$ cat config.mk
export PLATFORM = sky130hd
export DESIGN_NAME = uart_loader
export DESIGN_NICKNAME = d
export VERILOG_FILES = /design/src/rtl/uart_loader.sv
export SDC_FILE = /design/constraint.sdc
export NUM_CORES = 1
export LEC_CHECK = 0
export CAP_MARGIN = 10
export CORE_ASPECT_RATIO = 2
export CORE_MARGIN = 3
export CORE_UTILIZATION = 60
export CTS_CLUSTER_SIZE = 16
export DETAILED_ROUTE_END_ITERATION = 8
export GPL_TIMING_DRIVEN = 0
export HOLD_SLACK_MARGIN = 0.15
export MAX_ROUTING_LAYER = met4
export PLACE_DENSITY = 0.81
export SYNTH_ARGS = -nofsm -noshare
export SYNTH_HDL_FRONTEND = slang
export SYNTH_SLANG_ARGS = --single-unit
$ cat constraint.sdc
create_clock -name clk -period 3.14 [get_ports clk]
set_input_delay 0.628 -clock clk [delete_from_list [all_inputs] [get_ports clk]]
set_output_delay 0.628 -clock clk [all_outputs]
set_load 0.1 [all_outputs]
$ cat src/rtl/uart_loader.sv
// UART boot loader: receives 0xA5-headed frames of little-endian 32-bit words, writes
// them to word-addressed memory, and answers 0x4B on a good checksum or 0x45 otherwise.
module uart_loader #(
    parameter logic [15:0] PERIOD = 16'd2604
) (
    input  logic        clk,
    input  logic        reset,
    input  logic        rxd,
    output logic        txd,
    output logic        mem_we,
    output logic [29:0] mem_addr,
    output logic [31:0] mem_wdata,
    output logic        busy,
    output logic        done,
    output logic        err
);

    localparam logic [15:0] BIT_LAST  = PERIOD - 16'd1;
    localparam logic [15:0] HALF_LAST = (PERIOD / 16'd2) - 16'd1;
    localparam logic [7:0]  HEADER    = 8'hA5;
    localparam logic [7:0]  RSP_OK    = 8'h4B;
    localparam logic [7:0]  RSP_BAD   = 8'h45;

    typedef enum logic [1:0] {R_IDLE, R_START, R_DATA, R_STOP} rx_state_e;
    typedef enum logic [2:0] {HUNT, ADDR, CNT, DATA, SUM, RESP} fr_state_e;

    logic rxd_s1_q, rxd_s2_q;

    rx_state_e   rx_state_q, rx_state_d;
    logic [15:0] rx_timer_q, rx_timer_d;
    logic [2:0]  rx_bit_q,   rx_bit_d;
    logic [7:0]  rx_byte_q,  rx_byte_d;
    logic        rx_valid,   rx_ferr;

    fr_state_e   fr_state_q, fr_state_d;
    logic [1:0]  byte_cnt_q, byte_cnt_d;
    logic [15:0] word_cnt_q, word_cnt_d;
    logic [15:0] cnt_q,      cnt_d;
    logic [29:0] base_q,     base_d;
    logic [23:0] word_q,     word_d;
    logic [7:0]  csum_q,     csum_d;
    logic        mem_we_q,   mem_we_d;
    logic [29:0] mem_addr_q, mem_addr_d;
    logic [31:0] mem_wdata_q, mem_wdata_d;
    logic        done_q,     done_d;
    logic        err_q,      err_d;

    logic        tx_start;
    logic [7:0]  tx_byte;
    logic        tx_active_q, tx_active_d;
    logic [15:0] tx_timer_q,  tx_timer_d;
    logic [3:0]  tx_bit_q,    tx_bit_d;
    logic [9:0]  tx_shift_q,  tx_shift_d;
    logic        tx_done;

    // Both flops reset high so a reset never looks like a start bit.
    always_ff @(posedge clk) begin
        if (!reset) begin
            rxd_s1_q <= 1'b1;
            rxd_s2_q <= 1'b1;
        end else begin
            rxd_s1_q <= rxd;
            rxd_s2_q <= rxd_s1_q;
        end
    end

    always_ff @(posedge clk) begin
        if (!reset) begin
            rx_state_q <= R_IDLE;
            rx_timer_q <= 16'd0;
            rx_bit_q   <= 3'd0;
            rx_byte_q  <= 8'd0;
        end else begin
            rx_state_q <= rx_state_d;
            rx_timer_q <= rx_timer_d;
            rx_bit_q   <= rx_bit_d;
            rx_byte_q  <= rx_byte_d;
        end
    end

    always_comb begin
        rx_state_d = rx_state_q;
        rx_timer_d = rx_timer_q;
        rx_bit_d   = rx_bit_q;
        rx_byte_d  = rx_byte_q;
        case (rx_state_q)
            R_IDLE: begin
                if (!rxd_s2_q) begin
                    rx_state_d = R_START;
                    rx_timer_d = 16'd0;
                end
            end
            R_START: begin
                if (rx_timer_q == HALF_LAST) begin
                    rx_timer_d = 16'd0;
                    rx_bit_d   = 3'd0;
                    rx_state_d = rxd_s2_q ? R_IDLE : R_DATA;
                end else begin
                    rx_timer_d = rx_timer_q + 16'd1;
                end
            end
            R_DATA: begin
                if (rx_timer_q == BIT_LAST) begin
                    rx_timer_d = 16'd0;
                    rx_byte_d  = {rxd_s2_q, rx_byte_q[7:1]};
                    rx_bit_d   = rx_bit_q + 3'd1;
                    if (rx_bit_q == 3'd7) begin
                        rx_state_d = R_STOP;
                    end
                end else begin
                    rx_timer_d = rx_timer_q + 16'd1;
                end
            end
            R_STOP: begin
                if (rx_timer_q == BIT_LAST) begin
                    rx_timer_d = 16'd0;
                    rx_state_d = R_IDLE;
                end else begin
                    rx_timer_d = rx_timer_q + 16'd1;
                end
            end
            default: rx_state_d = R_IDLE;
        endcase
    end

    always_comb begin
        rx_valid = (rx_state_q == R_STOP) && (rx_timer_q == BIT_LAST) &&  rxd_s2_q;
        rx_ferr  = (rx_state_q == R_STOP) && (rx_timer_q == BIT_LAST) && !rxd_s2_q;
    end

    always_ff @(posedge clk) begin
        if (!reset) begin
            fr_state_q  <= HUNT;
            byte_cnt_q  <= 2'd0;
            word_cnt_q  <= 16'd0;
            cnt_q       <= 16'd0;
            base_q      <= 30'd0;
            word_q      <= 24'd0;
            csum_q      <= 8'd0;
            mem_we_q    <= 1'b0;
            mem_addr_q  <= 30'd0;
            mem_wdata_q <= 32'd0;
            done_q      <= 1'b0;
            err_q       <= 1'b0;
        end else begin
            fr_state_q  <= fr_state_d;
            byte_cnt_q  <= byte_cnt_d;
            word_cnt_q  <= word_cnt_d;
            cnt_q       <= cnt_d;
            base_q      <= base_d;
            word_q      <= word_d;
            csum_q      <= csum_d;
            mem_we_q    <= mem_we_d;
            mem_addr_q  <= mem_addr_d;
            mem_wdata_q <= mem_wdata_d;
            done_q      <= done_d;
            err_q       <= err_d;
        end
    end

    always_comb begin
        fr_state_d  = fr_state_q;
        byte_cnt_d  = byte_cnt_q;
        word_cnt_d  = word_cnt_q;
        cnt_d       = cnt_q;
        base_d      = base_q;
        word_d      = word_q;
        csum_d      = csum_q;
        mem_we_d    = 1'b0;
        mem_addr_d  = mem_addr_q;
        mem_wdata_d = mem_wdata_q;
        done_d      = 1'b0;
        err_d       = 1'b0;
        if ((fr_state_q == RESP) && tx_done) begin
            fr_state_d = HUNT;
        end
        if (rx_ferr) begin
            err_d      = 1'b1;
            fr_state_d = HUNT;
        end else if (rx_valid) begin
            case (fr_state_q)
                HUNT: begin
                    if (rx_byte_q == HEADER) begin
                        fr_state_d = ADDR;
                        csum_d     = 8'd0;
                        byte_cnt_d = 2'd0;
                    end
                end
                ADDR: begin
                    // Only the word-address bits [31:2] of the base are kept.
                    csum_d     = csum_q ^ rx_byte_q;
                    byte_cnt_d = byte_cnt_q + 2'd1;
                    case (byte_cnt_q)
                        2'd0:    base_d[5:0]   = rx_byte_q[7:2];
                        2'd1:    base_d[13:6]  = rx_byte_q;
                        2'd2:    base_d[21:14] = rx_byte_q;
                        default: base_d[29:22] = rx_byte_q;
                    endcase
                    if (byte_cnt_q == 2'd3) begin
                        fr_state_d = CNT;
                    end
                end
                CNT: begin
                    csum_d = csum_q ^ rx_byte_q;
                    if (byte_cnt_q == 2'd0) begin
                        cnt_d[7:0] = rx_byte_q;
                        byte_cnt_d = 2'd1;
                    end else begin
                        cnt_d[15:8] = rx_byte_q;
                        byte_cnt_d  = 2'd0;
                        word_cnt_d  = 16'd0;
                        fr_state_d  = ({rx_byte_q, cnt_q[7:0]} != 16'd0) ? DATA : SUM;
                    end
                end
                DATA: begin
                    csum_d     = csum_q ^ rx_byte_q;
                    byte_cnt_d = byte_cnt_q + 2'd1;
                    if (byte_cnt_q != 2'd3) begin
                        word_d = {rx_byte_q, word_q[23:8]};
                    end else begin
                        mem_we_d    = 1'b1;
                        mem_wdata_d = {rx_byte_q, word_q};
                        mem_addr_d  = base_q + {14'd0, word_cnt_q};
                        word_cnt_d  = word_cnt_q + 16'd1;
                        if (word_cnt_q == cnt_q - 16'd1) begin
                            fr_state_d = SUM;
                        end
                    end
                end
                SUM: begin
                    if (rx_byte_q == csum_q) begin
                        done_d = 1'b1;
                    end else begin
                        err_d = 1'b1;
                    end
                    fr_state_d = RESP;
                end
                RESP: ;
                default: fr_state_d = HUNT;
            endcase
        end
    end

    always_comb begin
        tx_start = (fr_state_q == SUM) && rx_valid;
        tx_byte  = (rx_byte_q == csum_q) ? RSP_OK : RSP_BAD;
        busy     = (fr_state_q != HUNT) || tx_active_q;
    end

    // Transmitter: the shift register idles at all ones, so txd is its LSB.
    always_ff @(posedge clk) begin
        if (!reset) begin
            tx_active_q <= 1'b0;
            tx_timer_q  <= 16'd0;
            tx_bit_q    <= 4'd0;
            tx_shift_q  <= 10'h3FF;
        end else begin
            tx_active_q <= tx_active_d;
            tx_timer_q  <= tx_timer_d;
            tx_bit_q    <= tx_bit_d;
            tx_shift_q  <= tx_shift_d;
        end
    end

    always_comb begin
        tx_active_d = tx_active_q;
        tx_timer_d  = tx_timer_q;
        tx_bit_d    = tx_bit_q;
        tx_shift_d  = tx_shift_q;
        if (tx_start) begin
            tx_active_d = 1'b1;
            tx_timer_d  = 16'd0;
            tx_bit_d    = 4'd0;
            tx_shift_d  = {1'b1, tx_byte, 1'b0};
        end else if (tx_active_q) begin
            if (tx_timer_q == BIT_LAST) begin
                tx_timer_d = 16'd0;
                tx_shift_d = {1'b1, tx_shift_q[9:1]};
                if (tx_bit_q == 4'd9) begin
                    tx_active_d = 1'b0;
                end else begin
                    tx_bit_d = tx_bit_q + 4'd1;
                end
            end else begin
                tx_timer_d = tx_timer_q + 16'd1;
            end
        end
    end

    assign tx_done   = tx_active_q && (tx_timer_q == BIT_LAST) && (tx_bit_q == 4'd9);
    assign txd       = tx_shift_q[0];
    assign mem_we    = mem_we_q;
    assign mem_addr  = mem_addr_q;
    assign mem_wdata = mem_wdata_q;
    assign done      = done_q;
    assign err       = err_q;

endmodule

After elaboration in Yosys (flattened, before gate mapping)

Cells that the tools add are included.
Widths: inputs -> output; s select.

Output and inout bits: 67
Bits in registers: 225
Logic and storage cells: 162
Input bits: 3

Reduce and logical (&&, ||, !) cells: 44
Equality and inequality tests: 28
Bitwise gates (word level): 10
Multiplexer cells: 46
Add/sub/neg operators: 8

Operator list:

| kind                  | count |
|---|---|
| $mux 16               | 6 |
| $add 16x1->16 const B | 3 |
| $pmux 16 s3           | 1 |
| $reduce_and 4->1      | 10 |
| $eq 16x12->1 const B  | 2 |
| $pmux 16 s2           | 1 |
| $add 30x16->30        | 1 |
| $mux 3                | 10 |
| $mux 9                | 3 |
| $ne 2x2->1 const B    | 9 |
| $pmux 3 s6            | 1 |
| $eq 16x11->1 const B  | 1 |
| $eq 16x16->1          | 1 |
| $pmux 8 s2            | 1 |
| $reduce_bool 16->1    | 1 |
| $sub 16x1->16 const B | 1 |
| $mux 2                | 7 |
| $mux 1                | 11 |
| $reduce_and 5->1      | 2 |
| $reduce_bool 2->1     | 5 |
| $eq 3x3->1 const B    | 3 |
| $not 1->1             | 9 |
| $eq 2x2->1 const B    | 4 |
| $eq 8x8->1            | 1 |
| 25 further kinds      | 42 |

Longest topological paths before layout

Depth after elaboration: 9
Mapped depth: 10
Mapped depth without buffers: 10

Worst setup path before layout

No wires, ideal clock.

Kind: reg2reg
Start point: register word_cnt_q[0]
End point: register mem_addr_q[22] (netlist: mem_addr[22])
Stages on the path, launching flop included: 11
Setup slack: 0.612 ns
Setup time: 0.075 ns
Period minus slack after synthesis: 2.528 ns
Data required time: 3.065 ns
Arrival: 2.453 ns
Buffers on the path: 0
Cell sequence: dfxtp_1 > ha_1 > inv_1 > fa_1 > nand2b_1 > a21oi_1 > o31ai_1 > a211oi_2 > o21ai_0 > or3_1 > a31oi_1

Longest elaborated chain between the ends: 1

Ends and longest elaborated chain:

| item                   | RTL line | text |
|---|---|---|
| from (decl)            | 37       | `logic [15:0] word_cnt_q, word_cnt_d;` |
| from (signal assigned) | 148      | `word_cnt_q <= word_cnt_d;` |
| $add 30x16->30         | 223      | `mem_addr_d = base_q + {14'd0, word_cnt_q};` |
| to (signal assigned)   | 154      | `mem_addr_q <= mem_addr_d;` |
| to (decl)              | 43       | `logic [29:0] mem_addr_q, mem_addr_d;` |

Every way passes these cells.
A chain may end at the register's enable or synchronous reset.

Worst setup path after layout

Start point: register fr_state_q[0]
End point: output port busy

Longest elaborated chain between the ends: 2

Ends and longest elaborated chain:

| item                   | RTL line | text |
|---|---|---|
| from (decl)            | 35       | `fr_state_e fr_state_q, fr_state_d;` |
| from (signal assigned) | 146      | `fr_state_q <= fr_state_d;` |
| $reduce_bool 3->1      | 247      | `busy = (fr_state_q != HUNT) \|\| tx_active_q;` |
| $logic_or 1x1->1       | 247      |  |
| to (decl)              | 13       | `output logic busy,` |

Every way passes these cells.

==> impl_metrics.toml <==
[status]
status = "completed"

[cts]
root_buffer = "clkbuf_16"
clock_path_buffers = 3
cts-hold-fix-buffers = 0
clkSinkCount = 225
cts_tree = "done"
cts.clk_slew.worst_paths_ns = 0.07
htreeDepth = 1
cts_made_buffers = 21
insertion_delay_ns = 0.50

[setup_path]
start_kind = "register"
crit_buf_inv = 2
max_stage_delay_ns = 0.86
critPathCaptureType = "output pin"
critPathTopFamily = "buffers and inverters"
worstPathRequired_ns = 2.51
crit_chain = "clkbuf_1, nor2_1, nand3_1, dlygate4sd2_1"
arrival_ns = 2.40
critical_path_class = "register to output pin"
cp_max_fo = 10
slowest_stage = "dlygate4sd2_1"

[timing]
hold_viol_final = 0
slew_headroom_pct = 31.9
setup-tns-final_ns = 0
finClkSkew_ns = 0.0126
hold_ws_ns = 0.418
finalSetupViolations = 0
period_share_pct = 96.5
final_max_slew_viol_count = 0
tightest_slew_ns = 1.02
fin_crit_ns = 3.03
fmaxAchievable_mhz = 330
rsz0062_at_grt = "false"

[global_route]
grt_pass1_vias = 10000
track_usage_pct = 31.8
grt_max_degree = 17
antenna_found_initial = 0
grt_pass1_wl_um = 49600
grt-ovfl-total = 0

[finish]
area_delta_synth_final_pct = 15.2
nets = 1465
layout-drive-gt1-share_pct = 5.19
final-instance-count-excl-fill = 1657
antennaDiodeCount = 0

[die]
die-area_um2 = 20200
die_y_um = 198
floorplan.initialDensity_pct = 61.6
ios = 70
die_w_um = 102
core_um2 = 18000
fp-row-count = 69

[power]
intPower_mw = 4.46
power_frac_seq_pct = 50.6
pwr-share-comb_pct = 2.0
peakVddDrop_mv = 0.466
p_sw_share_pct = 20.9
pwr-share-clk_pct = 47.3
p_switching_mw = 1.18
leakagePower_nw = 4.64
p_per_area_nw_per_um2 = 443

[routing]
wl_um = 31000
dr.pass1.iters = 8
vias = 10000
ant_nets = 0
drtIter0Drc = 501
via_per_inst = 6.05
route.detailed.wl_per_inst_um = 18.7
drc = 0

[worst_hold_path]
hold_path.class = "register to register"

[synthesis]
ys_types = 75
async_reset_ff_share_pct = 0
synth.area.top_cells = "dfxtp_1, nand2_1, a21boi_0"
synth_ff_type = "dfxtp_1"
seq_area_frac_synth_pct = 40.7
netlist_area_um2 = 11100
syn_inst = 1338
yosysTopAreaCellShare_pct = 40.7
ys.warnings.count = 0
synth-seq-cells = 225
yosys.area.top_type = "dfxtp_1"
syn_area_per_cell_um2 = 8.27
syn-num-nets = 1372
synth_edf_count = 0

[placed_design]
place_congestion = 0.946
dp.cells = 1620
hpwlAfterDp_um = 22900
port_buffers = 69

[run]
drv_cap = 0
[stage by stage]
stage | setup WS, ns | power (mW) | instance area (um^2) | util (%)
after CTS | 0.0317 | 5.67 | 12700 | 70.9
after floorplan | 0.612 | 2.99 | 11100 | -
final | 0.111 | 5.64 | 12700 | 71.0
after global placement | -0.0321 | 3.03 | 12000 | 66.9
after global routing | 0.0161 | 5.79 | 12700 | 71.0
after detailed placement | -0.0254 | 3.03 | 12000 | 66.9
[logic make-up after synthesis]
logic type | count (synthesis) | synth area share (%)
buffers and inverters | 105 | 4.02
DFF | 225 | 40.7
muxes | 27 | 2.44
AOI/OAI and AO/OA | 301 | 17.9
and+or+nand+nor | 573 | 25.3
adders and majority gates | 31 | 3.58
xor gates and xnor gates | 76 | 6.02
[routing by layer]
| layer | GRT usage (%) | share of wire, % | vias to the layer above |
|---|---|---|---|
| li1 | - | - | 4840 |
| met1 | 30.8 | 35 | 4743 |
| met2 | 56.8 | 53 | 313 |
| met3 | 4.41 | 4.6 | 137 |
| met4 | 21.6 | 7.6 | 0 |
| met5 | - | 0 | - |
[worst reg2reg max path, stage by stage, from the launching register on]
cell      delay [ns]
dfxtp_1         0.47
ha_1            0.22
inv_1           0.05
fa_1            0.37
nand2b_1        0.22
a21oi_2         0.29
o31ai_1         0.19
a211oi_2        0.33
o21ai_1         0.20
or3_1           0.35
a31oi_1         0.17
[power by group through the flow]
stage	clock network (mW)	registers, mW	logic [mW]
6_report	2.67	2.86	0.114
5_1_grt	2.82	2.86	0.121
4_1_cts	2.70	2.86	0.113
3_5_place_dp	0	2.92	0.113
3_3_place_gp	0	2.92	0.112
2_1_floorplan	0	2.92	0.0714
[final timing paths]
check / to / startpoint / slack, ns / cells after the start
worst max-delay path: busy / fr_state_q[0] / 0.11 / 4
worst min-delay path: rxd_s2_q / rxd_s1_q / 0.42 / 1
worst max register to register: mem_addr[28] / word_cnt_q[0] / 0.19 / 10
worst min register to register: rxd_s2_q / rxd_s1_q / 0.42 / 1
[layout by cell type (no fill, tap or decap), drive strengths merged, types with 23 or more instances in the layout]
cell / instances
ha: 30
a21boi: 109
xnor2: 35
mux2i: 27
nand2: 233
clkbuf: 86
a21oi: 58
o21ai: 72
buf: 23
nand3: 75
nor2: 79
dfxtp: 225
xor2: 41
clkdlybuf4s50: 68
nor2b: 40
[state kept, by name, summed over array words and instances, names as in the netlist, 4 cells and up, named ones only]
register	flops
mem_wdata	32
base_q	30
mem_addr	30
word_q	24
cnt_q	16
rx_timer_q	16
tx_timer_q	16
word_cnt_q	16
tx_shift_q	9
csum_q	8
rx_byte_q	8
tx_bit_q	4
[final cells by class]
type                    instances  area [um^2]
flip-flops and latches        225         4500
plain buffers                  83          362
well taps                     213          267
clock inverters                10          129
fillers                      1476         5210
repair buffers                 70          697
multi-input cells            1008         6120
clock buffers                  26          584
inverters                      22         82.6
[synthesized netlist by cell type, types with 3 or more instances]
master	instances
a211o_1	3
nand4_1	21
nand3b_1	9
nand3_1	75
mux2i_1	27
buf_1	4
buf_2	12
or3_1	7
or2_2	4
inv_1	22
nand4b_1	3
a21oi_1	57
nand2b_1	8
nor3_1	20
ha_1	30
nor4bb_1	3
a31oi_1	12
and3_1	14
buf_4	4
nor2_1	79
nand2_1	233
a21o_1	6
a211oi_1	3
dfxtp_1	225
o211ai_1	6
xnor2_1	35
or4_1	5
and4_1	5
o21ai_0	71
o211a_1	4
nor3b_1	6
clkbuf_1	60
nor2b_1	40
xor2_1	41
and2_1	15
o31ai_1	3
nor4_1	13
a21boi_0	108
[repair_timing]
item                       4_1_cts  5_1_grt
gates resized for setup          2        2
pin swaps                        0        1
setup buffers                    0        1
setup endpoints to repair        4       10
Note: power is estimated with default switching activity, not from simulation.
==> edit 1: new RTL, same settings <==
The output `done` loses its register stage (`done_q` becomes a continuous assignment).
--- a/src/rtl/uart_loader.sv
+++ b/src/rtl/uart_loader.sv
@@ -140,7 +140,6 @@
             mem_we_q    <= 1'b0;
             mem_addr_q  <= 30'd0;
             mem_wdata_q <= 32'd0;
-            done_q      <= 1'b0;
             err_q       <= 1'b0;
         end else begin
             fr_state_q  <= fr_state_d;
@@ -153,10 +152,11 @@
             mem_we_q    <= mem_we_d;
             mem_addr_q  <= mem_addr_d;
             mem_wdata_q <= mem_wdata_d;
-            done_q      <= done_d;
             err_q       <= err_d;
         end
     end
+
+    assign done_q = done_d;
 
     always_comb begin
         fr_state_d  = fr_state_q;
Function: no difference found for any inputs over 10 cycles, from zero or initial values and one cycle with reset low; that may be too few to reach the edited logic, so the function may still have changed.
==> edit 1 against the unedited design <==
Setup slack got worse by 0.013 ns. Routed wire length decreased by 4.1%. Sequential cell count decreased by 1. Power decreased by 0.63%. Cell area decreased by 2.8%. Critical path depth decreased by 1. Synthesized area decreased by 3.3%. Critical path type unchanged.
==> edit 1: results (changes against the unedited design) <==
Synth:
- The area share of the largest cell type after synthesis is 42.0% (+1.2 points).
- The sequential-to-total area share from yosys stat is 42.0% (+1.2 points).
- After synthesis, the cell types taking the most area are sky130_fd_sc_hd__dfxtp_1 (42%), sky130_fd_sc_hd__nand2_1 (10%), sky130_fd_sc_hd__a21oi_1 (7.7%), sky130_fd_sc_hd__xnor2_1 (3.7%), sky130_fd_sc_hd__nor2_1 (3.5%).

Critical path:
- The standard cell with the maximum stage delay on the critical path is sky130_fd_sc_hd__clkdlybuf4s15_1.
- The largest stage delay on the critical path was 0.84 ns (-0.02 ns).
- The first element of the critical path is fr_state_q[2]$_SDFF_PP0_.
- The reg-to-reg critical path endpoint is mem_addr[24]$_SDFFE_PN0P_.
- The internal reg-to-reg setup slack is 0.29 ns (+0.10 ns).
- The startpoint identified for the worst register-to-register timing path is word_cnt_q[1]$_SDFFE_PN0P_.

Cells and area:
- The non-filler instance count after layout came to 1,655 (-0.12%).
- The filler cell count in the final layout is 1,440 (-2.4%).
- Relative to the synthesized area, the layout overhead comes to 15.9%.
- The ratio of cells with drive above 1 in the final layout is 7.96% (+2.8 points).
- The non-clock buffering overhead in the final layout is 8.43% (+0.13 points).

Global route:
- The global-route wire length before repair is 47,900 µm (-3.4%).
- The met3 usage is 3.70% (-0.71 points).
- The met2 track demand over resource in global routing is 55.5% (-1.3 points).
- The aggregate global-route resource usage came to 31.1% (-0.68 points).
- The pin count of the biggest net entering global routing was 16 (-1).
- The number of global-route vias before repair is 9,660 (-3.8%).

Drt:
- The detailed route wirelength on metal2 is 15,600 µm (-4.9%).
- The final wirelength is 29,700 µm (-4.1%).
- The routed length on met3 is 1420 µm (-0.84%).
- The number of iterations in the first detailed-routing pass is 5 (-3).

Pwr:
- The switching share of power is 21.1% (+0.12 points).

Timing:
- The minimum hold slack is 0.417 ns (-0.000871 ns).
- The slew at the pin with the worst max-slew slack is 1.01 ns (-0.00485 ns).

Place:
- The cell total after placement is 1,619 (-0.062%).

Run status:
- The flow ran to the end, and the final reports show no timing, DRC or antenna violations.
edit 1: cell count changes after synthesis, sizes merged, moves of 8 or more:
cell / change
nor2: +22
xnor2: +10
a31oi: -8
nand2: +66
mux2i: -14
clkbuf: -15
a21boi: -104
xor2: -9
or3b: +10
nand3: -42
a21oi: +137
nor2b: -32
edit 1: logic make-up after synthesis:
logic type	Yosys count	synth area share [%]
AND/OR/NAND/NOR	588	26.0
AO/OA/AOI/OAI	310	16.9
flip-flops	224	42.0
buffers and inverters	97	3.89
XOR/XNOR	77	6.31
adder cells (fa/ha/maj)	31	3.70
multiplexers	13	1.22
edit 1: worst max-delay path, delay by kind of cell, from the launching register on:
family / cells / cell delay, ns
simple gates: 1 / 0.18
buf+inv: 2 / 1.19
flops: 1 / 0.53
edit 1: power groups by stage:
stage	Clock [µW]	Combinational, µW	Sequential (µW)
2_1_floorplan	0	58.4	2910
3_3_place_gp	0	99.6	2910
3_5_place_dp	0	101	2910
4_1_cts	2670	101	2840
5_1_grt	2780	109	2840
6_report	2660	104	2840
==> edit 2: new RTL, same settings <==
Without the edit above. Change the parameter `PERIOD` from 16'd2604 to 16'd1953.
--- a/src/rtl/uart_loader.sv
+++ b/src/rtl/uart_loader.sv
@@ -1,7 +1,7 @@
 // UART boot loader: receives 0xA5-headed frames of little-endian 32-bit words, writes
 // them to word-addressed memory, and answers 0x4B on a good checksum or 0x45 otherwise.
 module uart_loader #(
-    parameter logic [15:0] PERIOD = 16'd2604
+    parameter logic [15:0] PERIOD = 16'd1953
 ) (
     input  logic        clk,
     input  logic        reset,
Check against the original RTL: same outputs for any inputs over 10 cycles, from zero or initial values and one cycle with reset low; that may be too few to reach the edited logic, so the function may still have changed.
==> edit 2 against the unedited design <==
Synthesized area fell by 2.5%. Power fell by 3.3%. Sequential cell count did not move. Critical path depth rose by 7. Routed wire length fell by 0.63%. Setup slack improved by 0.083 ns. Global-route usage barely moved. Die area fell by 2.4%. Critical endpoint is now word_cnt_q[0]$_SDFFE_PN0P_. Cell area fell by 2.5%. Largest cell class unchanged. Clock power fell by 6%. Maximum frequency rose by 2.8%.
==> edit 2: results (changes against the unedited design) <==
Synth:
- By count the netlist is led by sky130_fd_sc_hd__nand2_1 (251), sky130_fd_sc_hd__dfxtp_1 (225), sky130_fd_sc_hd__a21oi_1 (157).
- The mean post-synth cell area came to 7.94 µm² (-4.0%).
- Ranked by total cell area, the synthesized netlist is headed by sky130_fd_sc_hd__dfxtp_1 (42%), sky130_fd_sc_hd__nand2_1 (8.7%), sky130_fd_sc_hd__a21oi_1 (7.3%), sky130_fd_sc_hd__xnor2_1 (4.1%), sky130_fd_sc_hd__nor2_1 (4.1%).
- The sequential-to-total area share from yosys stat was 41.8% (+1.0 points).
- The count of cell types in the netlist came to 70 (-6.7%).
- The synthesized netlist net count is 1,394 (+1.6%).

Timing:
- The worst-case headroom to the max-slew limit is 30.1% (-1.8 points).
- The largest clock skew in the final design came to 0.0230 ns (+0.0104 ns).
- The fmax is 0.340 GHz (+2.8%).
- The minimum hold slack is 0.415 ns (-0.00291 ns).

Place:
- The instance area at placement is 11,700 µm² (-2.4%).
- The number of buffer cells added on primary ports was 68 (-1.4%).
- The placer congestion estimate is 0.975 (+3.0%).
- The half-perimeter wire length of the detailed placement result was 22,500 µm (-1.8%).
- The post-placement worst setup slack is 0.0917 ns (+0.117 ns).

Drt:
- The total number of vias came to 10,100 (+0.89%).
- The mean routed wirelength per cell was 18.4 µm (-1.6%).
- The number of DRC markers in iteration 0 was 602 (+20%).
- The final wirelength was 30,800 µm (-0.63%).

Global route:
- The global-route met1 utilization is 31.0% (+0.25 points).
- The aggregate global-route resource usage is 31.8% (-0.033 points).
- The met3 usage came to 4.76% (+0.35 points).
- The met2 track demand over resource in global routing is 57.2% (+0.38 points).
- The global-route wire length before repair is 48,900 µm (-1.4%).

Run status:
- The run finished with clean final reports.

Critical path:
- The largest stage delay on the critical path came to 0.55 ns (-0.31 ns).
- The standard cell with the maximum stage delay on the critical path is sky130_fd_sc_hd__clkbuf_1.
- The critical path class is flop to flop.
- The count of cells along the worst register-to-register path is 11 (+1).
- The arrival time at the worst endpoint is 3.38 ns (+0.98 ns).
- The destination of the critical timing path is word_cnt_q[0]$_SDFFE_PN0P_.
- The startpoint identified for the worst register-to-register timing path is rx_timer_q[0]$_SDFFE_PN0P_.

Cells and area:
- The net count reported at finish is 1,485 (+1.4%).
- The ratio of cells with drive above 1 in the final layout was 5.19% (about the same).

Pwr:
- The leakage power figure is 0.00446 µW (-3.9%).
- The worst ir drop on vdd is 582 µV (+25%).

Clocking:
- The count of cells resized by post-cts repair is 1 (-1).
-- edit 2: layout make-up --
class	count	area (µm²)
well taps	210	263
flip-flops and latches	225	4500
clock buffers	30	619
repair buffers	68	679
clock inverters	7	43.8
multi-input cells	1027	5890
fillers	1419	5010
plain buffers	85	350
inverters	22	82.6
-- edit 2: cells by family after synthesis --
logic type,after synthesis,share of synthesized area [%]
AOI/OAI and AO/OA,284,15.1
xor gates and xnor gates,79,6.42
adders and majority gates,32,3.78
buffers and inverters,107,3.94
DFF,225,41.8
muxes,29,2.70
and+or+nand+nor,603,26.3
-- edit 2: power by group --
part           total (µW)  switching (µW)  internal [µW]
logic                99.4            82.7           16.6
clock network        2500            1120           1380
registers            2860            2.56           2850
-- edit 2: metal layers --
metal  vias up  share of wire (%)  routed length, µm
met5         -                  0                  0
met4         0                7.3               2260
met3       134                4.9               1530
met2       348                 53              16200
met1      4758                 35              10800
li1       4882                  -                  -
